--- src/rtl/bot_line_ctrl.sv ---
// Rojobot line-following motor controller. Makes one steering decision per
// BOTSIM register update, which is signalled by any change of upd_sysregs.
module bot_line_ctrl #(
    parameter logic [2:0] FWD_SPD        = 3'd5,
    parameter logic [2:0] TURN_SPD       = 3'd3,
    parameter logic [7:0] SEARCH_LIMIT   = 8'd40,
    parameter logic [7:0] BACKUP_UPDATES = 8'd4
) (
    input  logic        clk,
    input  logic        reset,
    input  logic        enable,
    input  logic        upd_sysregs,
    input  logic [7:0]  Sensors,
    input  logic [7:0]  LocX,
    input  logic [7:0]  LocY,
    output logic [7:0]  MotCtl,
    output logic [2:0]  CtlState,
    output logic        Lost,
    output logic [15:0] EvtCount,
    output logic [15:0] LastLoc
);
    localparam int unsigned CNT_W = 8;
    localparam int unsigned EVT_W = 16;
    localparam int unsigned MOT_W = 8;

    localparam logic SIDE_LEFT  = 1'b0;
    localparam logic SIDE_RIGHT = 1'b1;

    // Motor words: {lm_spd, lm_dir, rm_spd, rm_dir}, dir 1 = forward
    localparam logic [MOT_W-1:0] MOT_OFF      = '0;
    localparam logic [MOT_W-1:0] MOT_STRAIGHT = {FWD_SPD, 1'b1, FWD_SPD, 1'b1};
    localparam logic [MOT_W-1:0] MOT_VEER_L   = {TURN_SPD, 1'b1, FWD_SPD, 1'b1};
    localparam logic [MOT_W-1:0] MOT_VEER_R   = {FWD_SPD, 1'b1, TURN_SPD, 1'b1};
    localparam logic [MOT_W-1:0] MOT_PIVOT_L  = {TURN_SPD, 1'b0, TURN_SPD, 1'b1};
    localparam logic [MOT_W-1:0] MOT_PIVOT_R  = {TURN_SPD, 1'b1, TURN_SPD, 1'b0};
    localparam logic [MOT_W-1:0] MOT_REVERSE  = {TURN_SPD, 1'b0, TURN_SPD, 1'b0};

    typedef enum logic [2:0] {
        S_IDLE   = 3'd0,
        S_FOLLOW = 3'd1,
        S_SEARCH = 3'd2,
        S_BACKUP = 3'd3,
        S_STOP   = 3'd4
    } state_t;

    state_t             state_q, state_d;
    logic [MOT_W-1:0]   mot_q, mot_d;
    logic               lost_q, lost_d;
    logic [CNT_W-1:0]   cnt_q, cnt_d;
    logic               side_q, side_d;
    logic               upd_q;
    logic [EVT_W-1:0]   evt_cnt_q, evt_cnt_d;
    logic [EVT_W-1:0]   loc_q, loc_d;

    logic               evt;
    logic               prox;
    logic               line_seen;
    logic [MOT_W-1:0]   pivot_mot;
    state_t             fol_state;
    logic [MOT_W-1:0]   fol_mot;
    logic               fol_side;
    logic               sensors_unused;

    assign evt            = upd_sysregs ^ upd_q;
    assign prox           = Sensors[4] | Sensors[3];
    assign line_seen      = (Sensors[2:0] != 3'b111);
    assign pivot_mot      = (side_q == SIDE_RIGHT) ? MOT_PIVOT_R : MOT_PIVOT_L;
    assign sensors_unused = ^Sensors[7:5];

    // Line table shared by FOLLOW, IDLE start-up and SEARCH recovery
    always_comb begin
        fol_state = S_FOLLOW;
        fol_mot   = MOT_STRAIGHT;
        fol_side  = side_q;
        case (Sensors[2:0])
            3'b011: begin
                fol_mot  = MOT_VEER_L;
                fol_side = SIDE_LEFT;
            end
            3'b110: begin
                fol_mot  = MOT_VEER_R;
                fol_side = SIDE_RIGHT;
            end
            3'b111: begin
                fol_state = S_SEARCH;
                fol_mot   = pivot_mot;
            end
            default: ;
        endcase
    end

    always_comb begin
        state_d   = state_q;
        mot_d     = mot_q;
        lost_d    = lost_q;
        cnt_d     = cnt_q;
        side_d    = side_q;
        evt_cnt_d = evt ? evt_cnt_q + EVT_W'(1) : evt_cnt_q;
        loc_d     = evt ? {LocX, LocY} : loc_q;

        if (!enable) begin
            state_d = S_IDLE;
            mot_d   = MOT_OFF;
            cnt_d   = '0;
        end else if (evt) begin
            case (state_q)
                S_IDLE, S_FOLLOW: begin
                    if (state_q == S_IDLE) lost_d = 1'b0;
                    cnt_d = '0;
                    if (prox) begin
                        state_d = S_BACKUP;
                        mot_d   = MOT_REVERSE;
                    end else begin
                        state_d = fol_state;
                        mot_d   = fol_mot;
                        side_d  = fol_side;
                    end
                end
                S_SEARCH: begin
                    if (prox) begin
                        state_d = S_BACKUP;
                        mot_d   = MOT_REVERSE;
                        cnt_d   = '0;
                    end else if (line_seen) begin
                        state_d = fol_state;
                        mot_d   = fol_mot;
                        side_d  = fol_side;
                        cnt_d   = '0;
                    end else if (cnt_q == SEARCH_LIMIT - 8'd1) begin
                        state_d = S_STOP;
                        mot_d   = MOT_OFF;
                        lost_d  = 1'b1;
                    end else begin
                        mot_d = pivot_mot;
                        cnt_d = cnt_q + CNT_W'(1);
                    end
                end
                S_BACKUP: begin
                    if (cnt_q == BACKUP_UPDATES - 8'd1) begin
                        state_d = S_SEARCH;
                        mot_d   = pivot_mot;
                        cnt_d   = '0;
                    end else begin
                        mot_d = MOT_REVERSE;
                        cnt_d = cnt_q + CNT_W'(1);
                    end
                end
                S_STOP: mot_d = MOT_OFF;
                default: begin
                    state_d = S_IDLE;
                    mot_d   = MOT_OFF;
                end
            endcase
        end
    end

    always_ff @(posedge clk) begin
        if (!reset) begin
            state_q   <= S_IDLE;
            mot_q     <= MOT_OFF;
            lost_q    <= 1'b0;
            cnt_q     <= '0;
            side_q    <= SIDE_LEFT;
            upd_q     <= 1'b0;
            evt_cnt_q <= '0;
            loc_q     <= '0;
        end else begin
            state_q   <= state_d;
            mot_q     <= mot_d;
            lost_q    <= lost_d;
            cnt_q     <= cnt_d;
            side_q    <= side_d;
            upd_q     <= upd_sysregs;
            evt_cnt_q <= evt_cnt_d;
            loc_q     <= loc_d;
        end
    end

    assign MotCtl   = mot_q;
    assign CtlState = state_q;
    assign Lost     = lost_q;
    assign EvtCount = evt_cnt_q;
    assign LastLoc  = loc_q;

endmodule
--- config.mk ---
export PLATFORM = sky130hd
export DESIGN_NAME = bot_line_ctrl
export DESIGN_NICKNAME = d
export VERILOG_FILES = /design/src/rtl/bot_line_ctrl.sv
export SDC_FILE = /design/constraint.sdc
export NUM_CORES = 1
export LEC_CHECK = 0
export ABC_AREA = 1
export ABC_CLOCK_PERIOD_IN_PS = 1630
export CAP_MARGIN = 25
export CORE_ASPECT_RATIO = 0.8
export CORE_MARGIN = 5
export CORE_UTILIZATION = 43
export DETAILED_ROUTE_END_ITERATION = 10
export PLACE_DENSITY = 0.76
export SLEW_MARGIN = 5
export SYNTH_ARGS = -nofsm -noshare
export SYNTH_HDL_FRONTEND = slang
export SYNTH_SLANG_ARGS = --single-unit
--- constraint.sdc ---
create_clock -name clk -period 1.63 [get_ports clk]
set_clock_uncertainty 0.15 [all_clocks]
set_input_delay 0.163 -clock clk [delete_from_list [all_inputs] [get_ports clk]]
set_output_delay 0.163 -clock clk [all_outputs]
set_load 0.05 [all_outputs]
# Yosys cells after proc, flatten, opt, wreduce, memory -nomap -nowiden
# Index checks and enable logic that the tools add are counted.
# totals
register_bits	54
in_bits	28
output_inout_bits	44
word_cells	71
# op_classes
add_sub_neg	2
n_eq_ne	19
muxes	30
n_bitwise	3
reduce_logical	9
# ops
op	count
case mux 8 bit (3 select lines)	3
2-to-1 mux 8 bit	7
adder 16 x 1 -> 16 bit, second input constant	1
!= test 2 bit, second input constant	7
2-to-1 mux 3 bit	4
case mux 3 bit (4 select lines)	1
2-to-1 mux 5 bit	2
equality test 3 x 2 -> 1 bit, second input constant	3
equality test 3 bit, second input constant	3
adder 8 x 1 -> 8 bit, second input constant	1
equality test 8 x 2 -> 1 bit, second input constant	1
equality test 8 x 6 -> 1 bit, second input constant	1
!= test 4 bit, second input constant	2
2-to-1 mux 1 bit	7
2-to-1 mux 7 bit	1
AND reduction 7 bit	1
case mux 1 bit (2 select lines)	3
AND reduction 6 bit	1
2-to-1 mux 2 bit	2
AND reduction 4 bit	1
equality test 3 x 1 -> 1 bit, second input constant	1
zero test 3 bit	1
!= test 3 bit, second input constant	1
AND reduction 3 bit	1
other kinds (7)	7

# Longest topological paths before layout
# Gate-level depths: netlist of run 1.
# logic_depth
word_depth	5
depth_mapped	11
mapped_depth_nobuf	11

# Worst setup path after synthesis of run 1
# Ideal clock, no wire load.
# synth_path
kind	reg2reg
startpoint	register evt_cnt_q[0] (netlist: EvtCount[0])
endpoint	register evt_cnt_q[14] (netlist: EvtCount[14])
setup_time_ps	116
arrival_ps	1663
required_ps	1364
path_slack_ps	-299
stages_incl_launch_ff	9
path_buffers	0
period_less_slack_ps	1929
cell_sequence	dfxtp_1 > ha_1 > nand3_1 > nor2_1 > nand2_1 > nor2_1 > nand3_1 > o21ai_0 > nor2_1
# synth_between
elab_chain_len	1
# synth_rtl
element	line	text
from (decl)	52	logic [EVT_W-1:0] evt_cnt_q, evt_cnt_d;
from (signal assigned)	174	evt_cnt_q <= evt_cnt_d;
adder 16 x 1 -> 16 bit	98	evt_cnt_d = evt ? evt_cnt_q + EVT_W'(1) : evt_cnt_q;
# Every way passes these cells.
# A chain may end at the register's enable or synchronous reset.

# Worst setup path after layout of run 1
# layout_path
startpoint	input port upd_sysregs
endpoint	register evt_cnt_q[9] (netlist: EvtCount[9])
# layout_between
elab_chain_len	1
# layout_rtl
element	line	text
from (decl)	12	input logic upd_sysregs,
bitwise XOR 1 bit	64	assign evt = upd_sysregs ^ upd_q;
# Every way passes these cells.

==> results.md, run 1 <==
- Synth top area share: 42.4%
- Mapped Cells: 375
- Switching component of the power: 872 uW
- Routed wire length: 6780 um
- Setup crit start kind: input pin
- Peak supply drop: 0.496 mV
- Initial antenna violation count: 0
- Seq/Total Area, Yosys: 42.4%
- Vias in the first global route: 2,514
- Most frequent cells in the layout: 82 x buf_4, 72 x nor2_1, 66 x nand2_1
- Compound-gate portion of the synthesized area: around 12%
- Syn Area/Cell: between 6 and 7 sq um
- CTS Buffer Depth: 2
- Final setup vio count: 0
- Synth Area in XOR/XNOR: 1.05%
- Adder-cell area share of the yosys netlist: 1.00%
- Sw Share: around 30%
- CP Capture Type: register
- Crit Path Max Fanout: 7
- Post-route ant nets: 0
- Slowest stage cell, crit path: clkdlybuf4s50_1
- Synthesized cell area: 2500 sq um
- Hold Crit Class: input pin to register
- Worst Hold Launch: upd_sysregs
- Simple-Gate Fraction of Synth Area: 34.3%
- Crit. Startpoint: upd_sysregs
- Worst-path clk slew: roughly 0.10 ns
- Slew margin rel.: about 79%
- Critical path required time: 1.68 ns
- Initial Util: 45.0%
- Final core utilization: around two thirds
- Commonest non-fill, non-tap cell in the layout: buf_4
- Met2 wire length: 3120 um
- Crit path largest cell delay: approximately 0.50 ns
- Dpl cells: 552
- First-pass GRT wire length: 11,200 um
- Sequential power share: a little under half
- H-Tree Depth: 2
- Top post-synthesis cells by area: dfxtp_1 42%, nor2_1 12%, nand2_1 10%, inv_1 6.9%, o21ai_0 6.8%
- Drt first pass iters: 5
- Drt via density: about 4.9
- Largest area contributor in the netlist: dfxtp_1
- Fin Setup TNS: 0 ns
- Final Hold Viols: 0
- Ports: 72
- RePlAce Congestion: 0.892
- Minimum clock period: ~1.6 ns
- Core area: 5560 sq um
- CP top delay family: buffers and inverters
- Multiplexer area fraction after synthesis: 0%
- RSZ-0062 raised after global routing: yes
- Met1 wire length: 3170 um
- Clock sink total: 53
- Seq cells post-synth: 53
- Gate power share: 22.3%
- Fin area: between 3000 and 4000 sq um
- Non-Filler Instances: 565
- Worst-margin pin slew: 0.316 ns
- CP Class: input pin to register
- GRT Util Overall: 18.3%
- Cts bufs inserted: 5
- Status: complete, no violations
- DIE AREA: 7450 sq um
- Die height: 78.2 um
- DPL Wire Length: 5080 um
- Clk_lat worst skew: roughly 0.30 ns
- Cell Chain, Critical Path: clkdlybuf4s50_1 > inv_1 > nand2_2 > nand2_4 > inv_2 > nand2_2 > nor3_4 > buf_4 > xnor2_1 > nor2_1
- Reg2reg start: EvtCount[0]
- Clock power frac: 31.0%
- Cts hold-fix bufs: 0
- Yosys cell types: 31
- Fin crit share: a little over nine tenths
- Share of layout cells above drive strength 1: 29.2%
- Internal power: roughly 2.1 mW
- FP Rows: 24
- Leakage: about 1.7 nW
- WL per Instance: ~12 um
- # diodes: 0
- Syn Nets: between 400 and 500
- Metal3 WL: around 430 um
- Pin count of the biggest net entering global routing: 32
- Final Max Tran Viols: 0
- Via count: 2,748
- DRC viols: 0
- Bufs and invs on worst path: 4
- Pwr dens: 793 nW/um^2
- Synth Warn #: 0
- Tot Pwr: 2.97 mW
- CTS tree: built
- Most used cell along the critical path: nand2_2
- Number of DRC violations after detailed-routing iteration 0: about 160
- Largest family of logic cells by synthesized area: simple AND/OR/NAND/NOR gates
- DR top layer: met4
- I/O Buffers: between 60 and 70
- Worst EP arrival: 1.62 ns
- Cell area after placement: about 3500 sq um
- Fmax: 640 MHz
- Die width: 95.2 um
- Final net count: 516
- Max-Cap Viols: 0
- Grt ovf: 0
- CTS root buffer: clkbuf_8
- Layout area overhead: 50.0%
==> state kept, by name, indices dropped and copies added (netlist names) <==
| register | cells |
|---|---|
| cnt_q | 8 |
| CtlState | 3 |
| side_q | 1 |
| Lost | 1 |
| upd_q | 1 |
| MotCtl | 7 |
| EvtCount | 16 |
| LastLoc | 16 |
==> through the flow <==
step                      hold slack, ns  setup slack (ns)
after global placement             0.304            -0.201
after floorplan                    0.106           0.00781
after global routing               0.324           -0.0674
final                              0.297            0.0670
after detailed placement           0.304            -0.221
after CTS                          0.294           0.00933
==> worst min-delay path, cell delays in order <==
cell             delay [ns]
clkdlybuf4s50_1        0.44
nand2_1                0.08
inv_1                  0.03
==> power by group through the flow <==
| stage | clock network (mW) | logic (mW) | registers [mW] |
|---|---|---|---|
| final | 0.921 | 0.664 | 1.39 |
| after global routing | 1.02 | 0.722 | 1.40 |
| after CTS | 0.949 | 0.653 | 1.39 |
| after global placement | 0 | 0.641 | 1.42 |
| after floorplan | 0 | 0.199 | 1.60 |
| after detailed placement | 0 | 0.651 | 1.42 |
==> cells in the mapped netlist (all sizes together) <==
library cell	number
a21oi	19
buf	3
o21bai	1
inv	49
ha	2
nand2	73
nand3	30
xnor2	1
nand4	7
clkinv	1
nor2	80
or2	1
o211ai	1
clkbuf	6
dfxtp	53
a211oi	1
o21ai	35
nor3	9
xor2	2
a31oi	1
==> logic make-up (layout without fill, tap and decap cells) <==
group           count (synthesis)  count (layout)
flops                          53              53
xor+xnor                        3               3
fa+ha+maj                       2               2
simple gates                  200             201
buf+inv                        59             170
compound gates                 58              58
==> area by class of cell <==
type,instances,area (sq um)
clock buffers,6,82.6
clock inverters,2,37.5
multi-input cells,264,1290
repair buffers,112,967
well taps,78,97.6
flip-flops and latches,53,1090
inverters,50,188
fillers,480,1810
==> per-layer routing <==
| layer | global-route usage, % | vias up |
|---|---|---|
| met1 | 25.7 | 1245 |
| met3 | 4.02 | 7 |
| met2 | 28.7 | 81 |
| met5 | 0 | - |
| li1 | - | 1415 |
| met4 | 4.32 | 0 |
==> path summary, 6_finish.rpt <==
kind | to | slack [ns] | cells past startpoint
min | upd_q | 0.30 | 3
max | EvtCount[9] | 0.07 | 10
min reg2reg | MotCtl[2] | 0.32 | 2
max reg2reg | EvtCount[14] | 0.07 | 8
==> what timing repair did <==
action / 4_1_cts / 5_1_grt
resized for setup: 2 / 28
cloned: 0 / 1
setup buffers: 0 / 4
pin swaps: 1 / 10
endpoints found under the setup margin: 10 / 20
(Power assumes the default switching activity.)
==> run 2, diff against run 1 <==
--- a/config.mk
+++ b/config.mk
@@ -5,14 +5,14 @@
 export SDC_FILE = /design/constraint.sdc
 export NUM_CORES = 1
 export LEC_CHECK = 0
-export ABC_AREA = 1
+export ABC_AREA = 0
 export ABC_CLOCK_PERIOD_IN_PS = 1630
 export CAP_MARGIN = 25
 export CORE_ASPECT_RATIO = 0.8
 export CORE_MARGIN = 5
-export CORE_UTILIZATION = 43
+export CORE_UTILIZATION = 42
 export DETAILED_ROUTE_END_ITERATION = 10
-export PLACE_DENSITY = 0.76
+export PLACE_DENSITY = 0.75
 export SLEW_MARGIN = 5
 export SYNTH_ARGS = -nofsm -noshare
 export SYNTH_HDL_FRONTEND = slang
==> run 2 against run 1 <==
The flow now finishes with violations (negative setup slack). Cell area increased by 8.0%. Maximum frequency decreased by 18%. Sequential cell count unchanged. Wire length increased by 15%. Cell count decreased by 11%. First-iteration DRC count decreased by 9.1%. Non-clock buffer count increased by 24. Global-route usage increased by 1.9 points. Synthesized cell count decreased by 21%. Largest cell class unchanged. Highest routed layer unchanged.
==> results.md, run 2 <==
- Status: complete, but fails checks
- Failing checks: negative setup slack
- Post-synth EDFFs: 0
- Worst-margin pin slew: 0.412 ns
- Fin Setup TNS: -2.00 ns
- Worst EP arrival: 1.96 ns
- H-Tree Depth: 2
- Reg2reg start: cnt_q[4]
- I/O Buffers: 68
- Tot Pwr: 2.79 mW
- DPL Wire Length: 5390 um
- Max-Cap Viols: 0
- Number of DRC violations after detailed-routing iteration 0: 149
- Hold WS: about 0.24 ns
- Share of layout cells above drive strength 1: 43.9%
- Seq/Total Area, Yosys: 44.0%
- Fraction of registers with async set/reset: 0%
- Cts hold-fix bufs: 0
- Drt first pass iters: 4
- Vias in the first global route: 2,452
- Multiplexer area fraction after synthesis: around 1.2%
- Slew margin rel.: 72.6%
- Final core utilization: roughly three quarters
- Die width: approximately 95 um
- Initial antenna violation count: 0
- CTS Buffer Depth: 2
- Hold Crit Class: input pin to register
- Largest area contributor in the netlist: dfxtp_1
- Leakage: between 1.5 and 2 nW
- Fmax: between 500 and 600 MHz
- Synth Area in XOR/XNOR: 4.67%
- Adder-cell area share of the yosys netlist: 1.04%
- Mapped Cells: 296
- Critical path required time: ~1.7 ns
- Fin area: roughly 4100 sq um
- WL per Instance: 15.5 um
- Setup crit start kind: register
- Dpl cells: slightly below 500
- Dpl ws: -0.561 ns
- Primary FF master, synth: dfxtp_1
- Worst Hold Launch: upd_sysregs
- RePlAce Congestion: 0.856
- RSZ-0062 raised after global routing: yes
- Synthesized cell area: 2410 sq um
- Initial Util: 43.6%
- Final Hold Viols: 0
- Syn Area/Cell: 8.15 sq um
- Compound-gate portion of the synthesized area: 17.9%
- Final setup vio count: 21
- First-pass GRT wire length: 12,100 um
- Most frequent cells after synthesis: 53 x dfxtp_1, 53 x nand2_1, 36 x a21oi_1, 17 x nor2_1, 14 x o21ai_0
- DRC viols: 0
- Peak supply drop: 0.517 mV
- Final net count: 453
- Top post-synthesis cells by area: dfxtp_1 44%, nand2_1 8.3%, a21oi_1 7.5%, o21ai_0 2.9%, nor2_1 2.6%
- FP Rows: 24
- Cts bufs inserted: 5
- Pwr dens: 689 nW/um^2
- Largest family of logic cells by synthesized area: simple AND/OR/NAND/NOR gates
- GRT Util Overall: 20.3%
- Yosys cell types: 47
- Crit Path Max Fanout: 3
- Layout area overhead: 68.0%
- Grt ovf: 0
- Pin count of the biggest net entering global routing: 37
- Clk_lat worst skew: 0.31 ns
- Cell area after placement: 3660 sq um
- Routed wire length: 7790 um
- CP Capture Type: register
- Ports: 72
- Synth top area share: between 40% and 50%
- Worst-path clk slew: 0.10 ns
- Flop2flop setup slack: -0.28 ns
- Non-Filler Instances: 502
- Via count: approximately 2,600
- Core area: 5530 sq um
- Fin crit share: 117%
- Final Max Tran Viols: 0
- Post-route worst setup slack: -0.282 ns
- DIE AREA: between 7000 and 8000 sq um
- Minimum clock period: 1.91 ns
- Post-route ant nets: 0
- CTS tree: built
- Drt via density: roughly 5.3
- Clock sink total: 53
- Simple-Gate Fraction of Synth Area: 28.0%
- Fill cells: between 400 and 500
- Seq cells post-synth: 53
- # diodes: 0
- Syn Nets: 326
- CTS root buffer: clkbuf_8
- Crit. Startpoint: cnt_q[4]
- Die height: 77.8 um
- Most frequent cells in the layout: 99 x buf_4, 53 x nand2_1, 33 x dfxtp_1
- CP Class: register to register
- Synth Warn #: 0
- Commonest non-fill, non-tap cell in the layout: buf_4
## run 2: layer usage
layer	track usage (%)	part of all wire, %
met2	31.2	47
met4	5.33	1.6
met1	28.9	46
met3	3.87	5.4
met5	0	0
## run 2: worst paths after layout
path / to / cells past startpoint
worst min register to register: LastLoc[12] / 2
worst max register to register: CtlState[1] / 4
worst max-delay path: CtlState[1] / 4
worst min-delay path: upd_q / 2
## run 2: cell families after synthesis
family / after synthesis
simple gates: 134
buf+inv: 19
compound gates: 73
fa+ha+maj: 2
xor+xnor: 12
flops: 53
mux: 3
## run 2: power breakdown
group | internal [mW] | switching [mW]
clock | 0.305 | 0.446
combinational | 0.280 | 0.395
sequential | 1.33 | 0.0318
## run 2: critical path: stages (launching register included)
cell      delay, ns
dfxtp_1        0.35
or4_4          0.55
o41ai_4        0.37
o211ai_1       0.23
mux2i_1        0.16
## run 2: repair_timing
item,in CTS,in global routing
setup buffers,3,3
endpoints found under the setup margin,24,26
resized for setup,28,36
pin swaps,14,9
## run 2: layout make-up
type	instances	area (sq um)	area share, %
Multi-Input combinational cell	224	1580	39.0
Clock buffer	6	72.6	1.79
Timing Repair Buffer	136	1160	28.7
Inverter	3	11.3	0.278
Tap cell	78	97.6	2.41
Sequential cell	53	1110	27.4
Clock inverter	2	13.8	0.340
==> RTL change 1 (flow settings as in run 2) <==
Put one more register stage on the output `EvtCount`, with the module's reset. The value now appears one clock later. The other outputs are not delayed to match.
--- a/src/rtl/bot_line_ctrl.sv
+++ b/src/rtl/bot_line_ctrl.sv
@@ -179,7 +179,13 @@
     assign MotCtl   = mot_q;
     assign CtlState = state_q;
     assign Lost     = lost_q;
-    assign EvtCount = evt_cnt_q;
+    always_ff @(posedge clk) begin
+        if (!reset) begin
+            EvtCount <= '0;
+        end else begin
+            EvtCount <= evt_cnt_q;
+        end
+    end
     assign LastLoc  = loc_q;
 
 endmodule
Formal check against the unedited RTL: not equivalent (Yosys sat finds a counterexample within 4 cycles, from zero or initial values and one cycle with reset low).
==> RTL change 1 against run 2 <==
The flow still finishes with violations (setup timing); clock power increased by 110%; synthesized cell count increased by 7.4%; worst setup slack improved by 0.042 ns; sequential share of layout area increased by 3.5 points; cell area increased by 12%; wire length increased by 6.8%; hold slack got worse by 0.024 ns; power increased by 47%; die area increased by 15%; sequential cell count increased by 16; area after synthesis increased by 18%; count of clock-buffer cells in the layout increased by 4; critical endpoint unchanged; largest power group unchanged.
==> RTL change 1: results (changes against run 2) <==
set qor(place.detailed.hpwl_um) 5431 ;# +0.72%
set qor(hp-start) {LocY[6]}
set qor(drive_gt1_frac) 0.3987 ;# -0.03999
set qor(worstPathMaxFanout) 5 ;# +2
set qor(irDropWorstVdd_mv) 0.6646 ;# +29%
set qor(critical-path-max-stage-delay_ns) 0.42 ;# -0.13 ns
set qor(synth.top_cells.by_count) {69 x sky130_fd_sc_hd__dfxtp_1, 54 x sky130_fd_sc_hd__nand2_1, 31 x sky130_fd_sc_hd__a21oi_1}
set qor(nets) 484 ;# +6.8%
set qor(worst_path_max_delay_cell) {sky130_fd_sc_hd__a221oi_4}
set qor(fillCellCount) 487 ;# +9.4%
set qor(place.detailed.instances) 501 ;# +2.5%
set qor(finalWorstSetupSlack_ns) -0.2404 ;# +0.04151 ns
set qor(combPwrFrac) 0.174 ;# -0.068
set qor(gpl.final_weighted_congestion) 0.9310 ;# +8.8%
set qor(worst_slack_at_placement_ns) -0.3887 ;# +0.1722 ns
set qor(failing_checks) {setup timing}
set qor(setup-tns-final_ns) -3.152 ;# -1.149 ns
set qor(switching_power_mw) 1.103 ;# +26%
set qor(dpl-instance-area_um2) 3904 ;# +6.6%
set qor(worst_slew_margin_relative_to_its_limit) 0.7401 ;# +0.01459
set qor(status) {finished, violations left}
set qor(startpoint) {cnt_q[6]$_SDFFE_PN0P_}
set qor(worstSkewPairLatency_ns) 0.34 ;# +0.03 ns
set qor(leakage_power_nw) 1.931 ;# +21%
set qor(routed_wl_um) 8314 ;# +6.8%
set qor(setup_viol_count_final) 18 ;# -14%
set qor(timing.critical_path.max_delay_family) {simple AND/OR/NAND/NOR gates}
set qor(synth.lib_cells_used.distinct) 48 ;# +2.1%
set qor(grt_max_degree) 33 ;# -11%
set qor(post_layout_nonfiller_instances) 543 ;# +8.2%
set qor(first_global_vias) 2820 ;# +15%
set qor(synth_fp_nets) 348 ;# +6.7%
set qor(grt_pass1_wl_um) 13340 ;# +11%
set qor(cells_taking_the_most_area_after_synthesis) {sky130_fd_sc_hd__dfxtp_1 49%, sky130_fd_sc_hd__nand2_1 7.2%, sky130_fd_sc_hd__a21oi_1 5.5%, sky130_fd_sc_hd__xor2_1 4.3%, sky130_fd_sc_hd__and2_1 4.2%}
set qor(grt.total_usage) 0.1940 ;# -0.008609
set qor(postSynthAreaPerCell_um2) 8.912 ;# +9.4%
set qor(yosysSeqAreaShare) 0.4874 ;# +0.04735
## RTL change 1: changes by cell type after synthesis, moves of 4 or more
| cell | before | now |
|---|---|---|
| sky130_fd_sc_hd__and2_1 | 3 | 19 |
| sky130_fd_sc_hd__dfxtp_1 | 53 | 69 |
| sky130_fd_sc_hd__nor2_1 | 17 | 26 |
| sky130_fd_sc_hd__xor2_1 | 5 | 14 |
| sky130_fd_sc_hd__o21ai_0 | 14 | 6 |
| sky130_fd_sc_hd__or3_1 | 8 | 2 |
| sky130_fd_sc_hd__or4_1 | 6 | 0 |
| sky130_fd_sc_hd__a21oi_1 | 36 | 31 |
| sky130_fd_sc_hd__o31ai_1 | 5 | 0 |
| sky130_fd_sc_hd__and3_1 | 3 | 7 |
## RTL change 1: timing repair
action / 4_1_cts / 5_1_grt
gates resized for setup: 34 / 24
endpoints found under the hold margin: 0 / 0
setup buffers: 19 / 10
pin swaps: 22 / 19
endpoints found under the setup margin: 23 / 40
## RTL change 1: cell type report
class / count / area, um2 / share of cell area
clock buffers: 10 / 148.9 / 0.03276
clock inverters: 6 / 83.83 / 0.01845
inverters: 3 / 11.26 / 0.002478
multi-input cells: 229 / 1575 / 0.3466
flip-flops and latches: 69 / 1404 / 0.3089
well taps: 84 / 105.1 / 0.02313
repair buffers: 142 / 1216 / 0.2676
## RTL change 1: routing by layer
metal	track usage	up-vias	part of all wire
met5	0	-	0
met4	0.06555	0	0.019
met3	0.08438	17	0.078
met2	0.3023	94	0.47
met1	0.2385	1322	0.43
li1	-	1374	-
## RTL change 1: worst paths after layout
| kind | endpoint | slack, ns | cells after the start |
|---|---|---|---|
| worst min-delay path | LastLoc[6]$_SDFFE_PN0N_ | 0.22 | 3 |
| worst max-delay path | CtlState[1]$_SDFFE_PN0P_ | -0.24 | 5 |
| worst min register to register | LastLoc[15]$_SDFFE_PN0N_ | 0.30 | 2 |
| worst max register to register | CtlState[1]$_SDFFE_PN0P_ | -0.24 | 5 |
## RTL change 1: power by group through the flow
| stage | sequential, mW | combinational [mW] | clock (mW) |
|---|---|---|---|
| after global placement | 1.81 | 0.619 | 0 |
| after floorplan | 1.95 | 0.201 | 0 |
| after global routing | 1.78 | 0.756 | 1.71 |
| final | 1.77 | 0.713 | 1.61 |
| after CTS | 1.77 | 0.678 | 1.63 |
| after detailed placement | 1.81 | 0.625 | 0 |
## RTL change 1: cells by family (layout without fill, tap and decap cells)
family / after synthesis / in the layout / share of synthesized area
and+or+nand+nor: 144 / 144 / 0.2517
DFF: 69 / 69 / 0.4874
AOI/OAI and AO/OA: 64 / 64 / 0.1590
buffers and inverters: 20 / 161 / 0.03135
xor gates and xnor gates: 18 / 18 / 0.05828
adders and majority gates: 2 / 2 / 0.008829
muxes: 1 / 1 / 0.003532
==> RTL change 2 (settings of run 2) <==
Made on the original files. Change the parameter `SEARCH_LIMIT` from 8'd40 to 8'd39.
--- a/src/rtl/bot_line_ctrl.sv
+++ b/src/rtl/bot_line_ctrl.sv
@@ -3,7 +3,7 @@
 module bot_line_ctrl #(
     parameter logic [2:0] FWD_SPD        = 3'd5,
     parameter logic [2:0] TURN_SPD       = 3'd3,
-    parameter logic [7:0] SEARCH_LIMIT   = 8'd40,
+    parameter logic [7:0] SEARCH_LIMIT   = 8'd39,
     parameter logic [7:0] BACKUP_UPDATES = 8'd4
 ) (
     input  logic        clk,
Formal check against the unedited RTL: no difference found for any inputs over 10 cycles, from zero or initial values and one cycle with reset low; that may be too few to reach the edited logic, so the function may still have changed.
==> RTL change 2 against run 2 <==
The run still ends with setup timing left; power increased by 1.2%; area after synthesis grew 3.4%; wire length increased by 9.3%; cell area grew 5.2%; count of clock-buffer cells in the layout did not move; worst setup slack lost 0.092 ns; global-route usage increased by 0.20 points; largest cell class unchanged; die area increased by 3.0%; sequential cell count stayed put.
==> RTL change 2: results (changes against run 2) <==
set qor(synth_compound_area_frac) 0.1631 ;# -0.01545
set qor(hp-start) {LocY[3]}
set qor(critical_path.reg2reg.endpoint) {CtlState[2]$_SDFFE_PN0P_}
set qor(synth.lib_cells_used.distinct) 52 ;# +11%
set qor(hold_ws_ns) 0.2450 ;# +0.002039 ns
set qor(post_layout_nonfiller_instances) 519 ;# +3.4%
set qor(timing.critical_path.max_delay_family) {simple AND/OR/NAND/NOR gates}
set qor(synth_fp_nets) 333 ;# +2.1%
set qor(dpl-instance-area_um2) 3781 ;# +3.2%
set qor(place.detailed.instances) 495 ;# +1.2%
set qor(finalWorstSetupSlack_ns) -0.3737 ;# -0.09184 ns
set qor(drt_pass1_iterations) 5 ;# +1
set qor(combPwrFrac) 0.247 ;# +0.005
set qor(status) {finished, violations left}
set qor(failing_checks) {setup timing}
set qor(grt_max_degree) 18 ;# -51%
set qor(drive_gt1_frac) 0.4508 ;# +0.01212
set qor(yosysSeqAreaShare) 0.4255 ;# -0.01457
set qor(seq_power_share) 0.485 ;# -0.004
set qor(worst_slack_at_placement_ns) -0.5317 ;# +0.02921 ns
set qor(first_iter_violations) 281 ;# +89%
set qor(place.detailed.hpwl_um) 5579 ;# +3.5%
set qor(synth_adder_area_share) 0.01505 ;# +0.004674
set qor(first_global_vias) 2656 ;# +8.3%
set qor(gpl.final_weighted_congestion) 0.8753 ;# +2.3%
set qor(drt-wirelength-per-cell_um) 16.40 ;# +5.7%
set qor(setup_viol_count_final) 19 ;# -9.5%
set qor(synth.area.mux_share) 0.02408 ;# +0.01163
RTL change 2: changes by cell type in the layout (fill, tap and decap cells not counted), moves of 3 or more:
cell	delta
sky130_fd_sc_hd__nand2_1	+3
sky130_fd_sc_hd__mux2i_1	+3
sky130_fd_sc_hd__nand2b_1	+4
sky130_fd_sc_hd__a31oi_1	-3
sky130_fd_sc_hd__buf_12	+3
sky130_fd_sc_hd__nand3_1	+3
sky130_fd_sc_hd__buf_4	+4
sky130_fd_sc_hd__and4_4	-3
sky130_fd_sc_hd__or3_1	-5
sky130_fd_sc_hd__o21ai_0	-8
sky130_fd_sc_hd__or2_4	+3
RTL change 2: final cells by class:
class | instances | area [um2]
multi-input combinational | 228 | 1679
fill | 397 | 1589
timing repair buffer | 142 | 1256
sequential | 53 | 1112
tap | 81 | 101.3
clock buffer | 6 | 72.57
inverter | 6 | 22.52
clock inverter | 2 | 13.76
antenna | 1 | 2.502
RTL change 2: worst register-to-register path, stage by stage (launching register included):
cell	delay, ns
sky130_fd_sc_hd__dfxtp_2	0.33
sky130_fd_sc_hd__or4_4	0.58
sky130_fd_sc_hd__or2_4	0.27
sky130_fd_sc_hd__o31a_1	0.33
sky130_fd_sc_hd__a211oi_2	0.25
RTL change 2: what timing repair did:
action / CTS / global route
buffers inserted: 4 / 13
pin swaps: 12 / 20
endpoints found under the hold margin: 0 / 0
cloned: 0 / 1
setup endpoints to repair: 23 / 41
gates resized for setup: 20 / 41
RTL change 2: worst max-delay path by stage:
stage	startpoint	endpoint	slack, ns	cells after the start
6_report	cnt_q[7]$_SDFFE_PN0P_	CtlState[2]$_SDFFE_PN0P_	-0.37	4
4_1_cts	cnt_q[4]$_SDFFE_PN0P_	Lost$_SDFFE_PN0P_	-0.28	5
2_1_floorplan	CtlState[0]$_SDFFE_PN0P_	cnt_q[1]$_SDFFE_PN0P_	-0.23	5
3_5_place_dp	Sensors[3]	cnt_q[1]$_SDFFE_PN0P_	-0.53	6
3_3_place_gp	Sensors[3]	cnt_q[1]$_SDFFE_PN0P_	-0.44	6
5_1_grt	cnt_q[7]$_SDFFE_PN0P_	CtlState[2]$_SDFFE_PN0P_	-0.39	4
RTL change 2: stage by stage:
stage | TNS (ns) | power, mW
4_1_cts | -2.230 | 2.804
3_3_place_gp | -15.89 | 2.026
5_1_grt | -4.024 | 2.954
2_1_floorplan | -1.670 | 1.760
3_5_place_dp | -17.21 | 2.040
6_report | -2.783 | 2.824
RTL change 2: layer usage:
metal	global-route usage	vias up	part of all wire
li1	-	1356	-
met1	0.2785	1355	0.44
met2	0.3122	130	0.47
met3	0.05398	14	0.073
met4	0.06818	0	0.018
met5	0	-	0
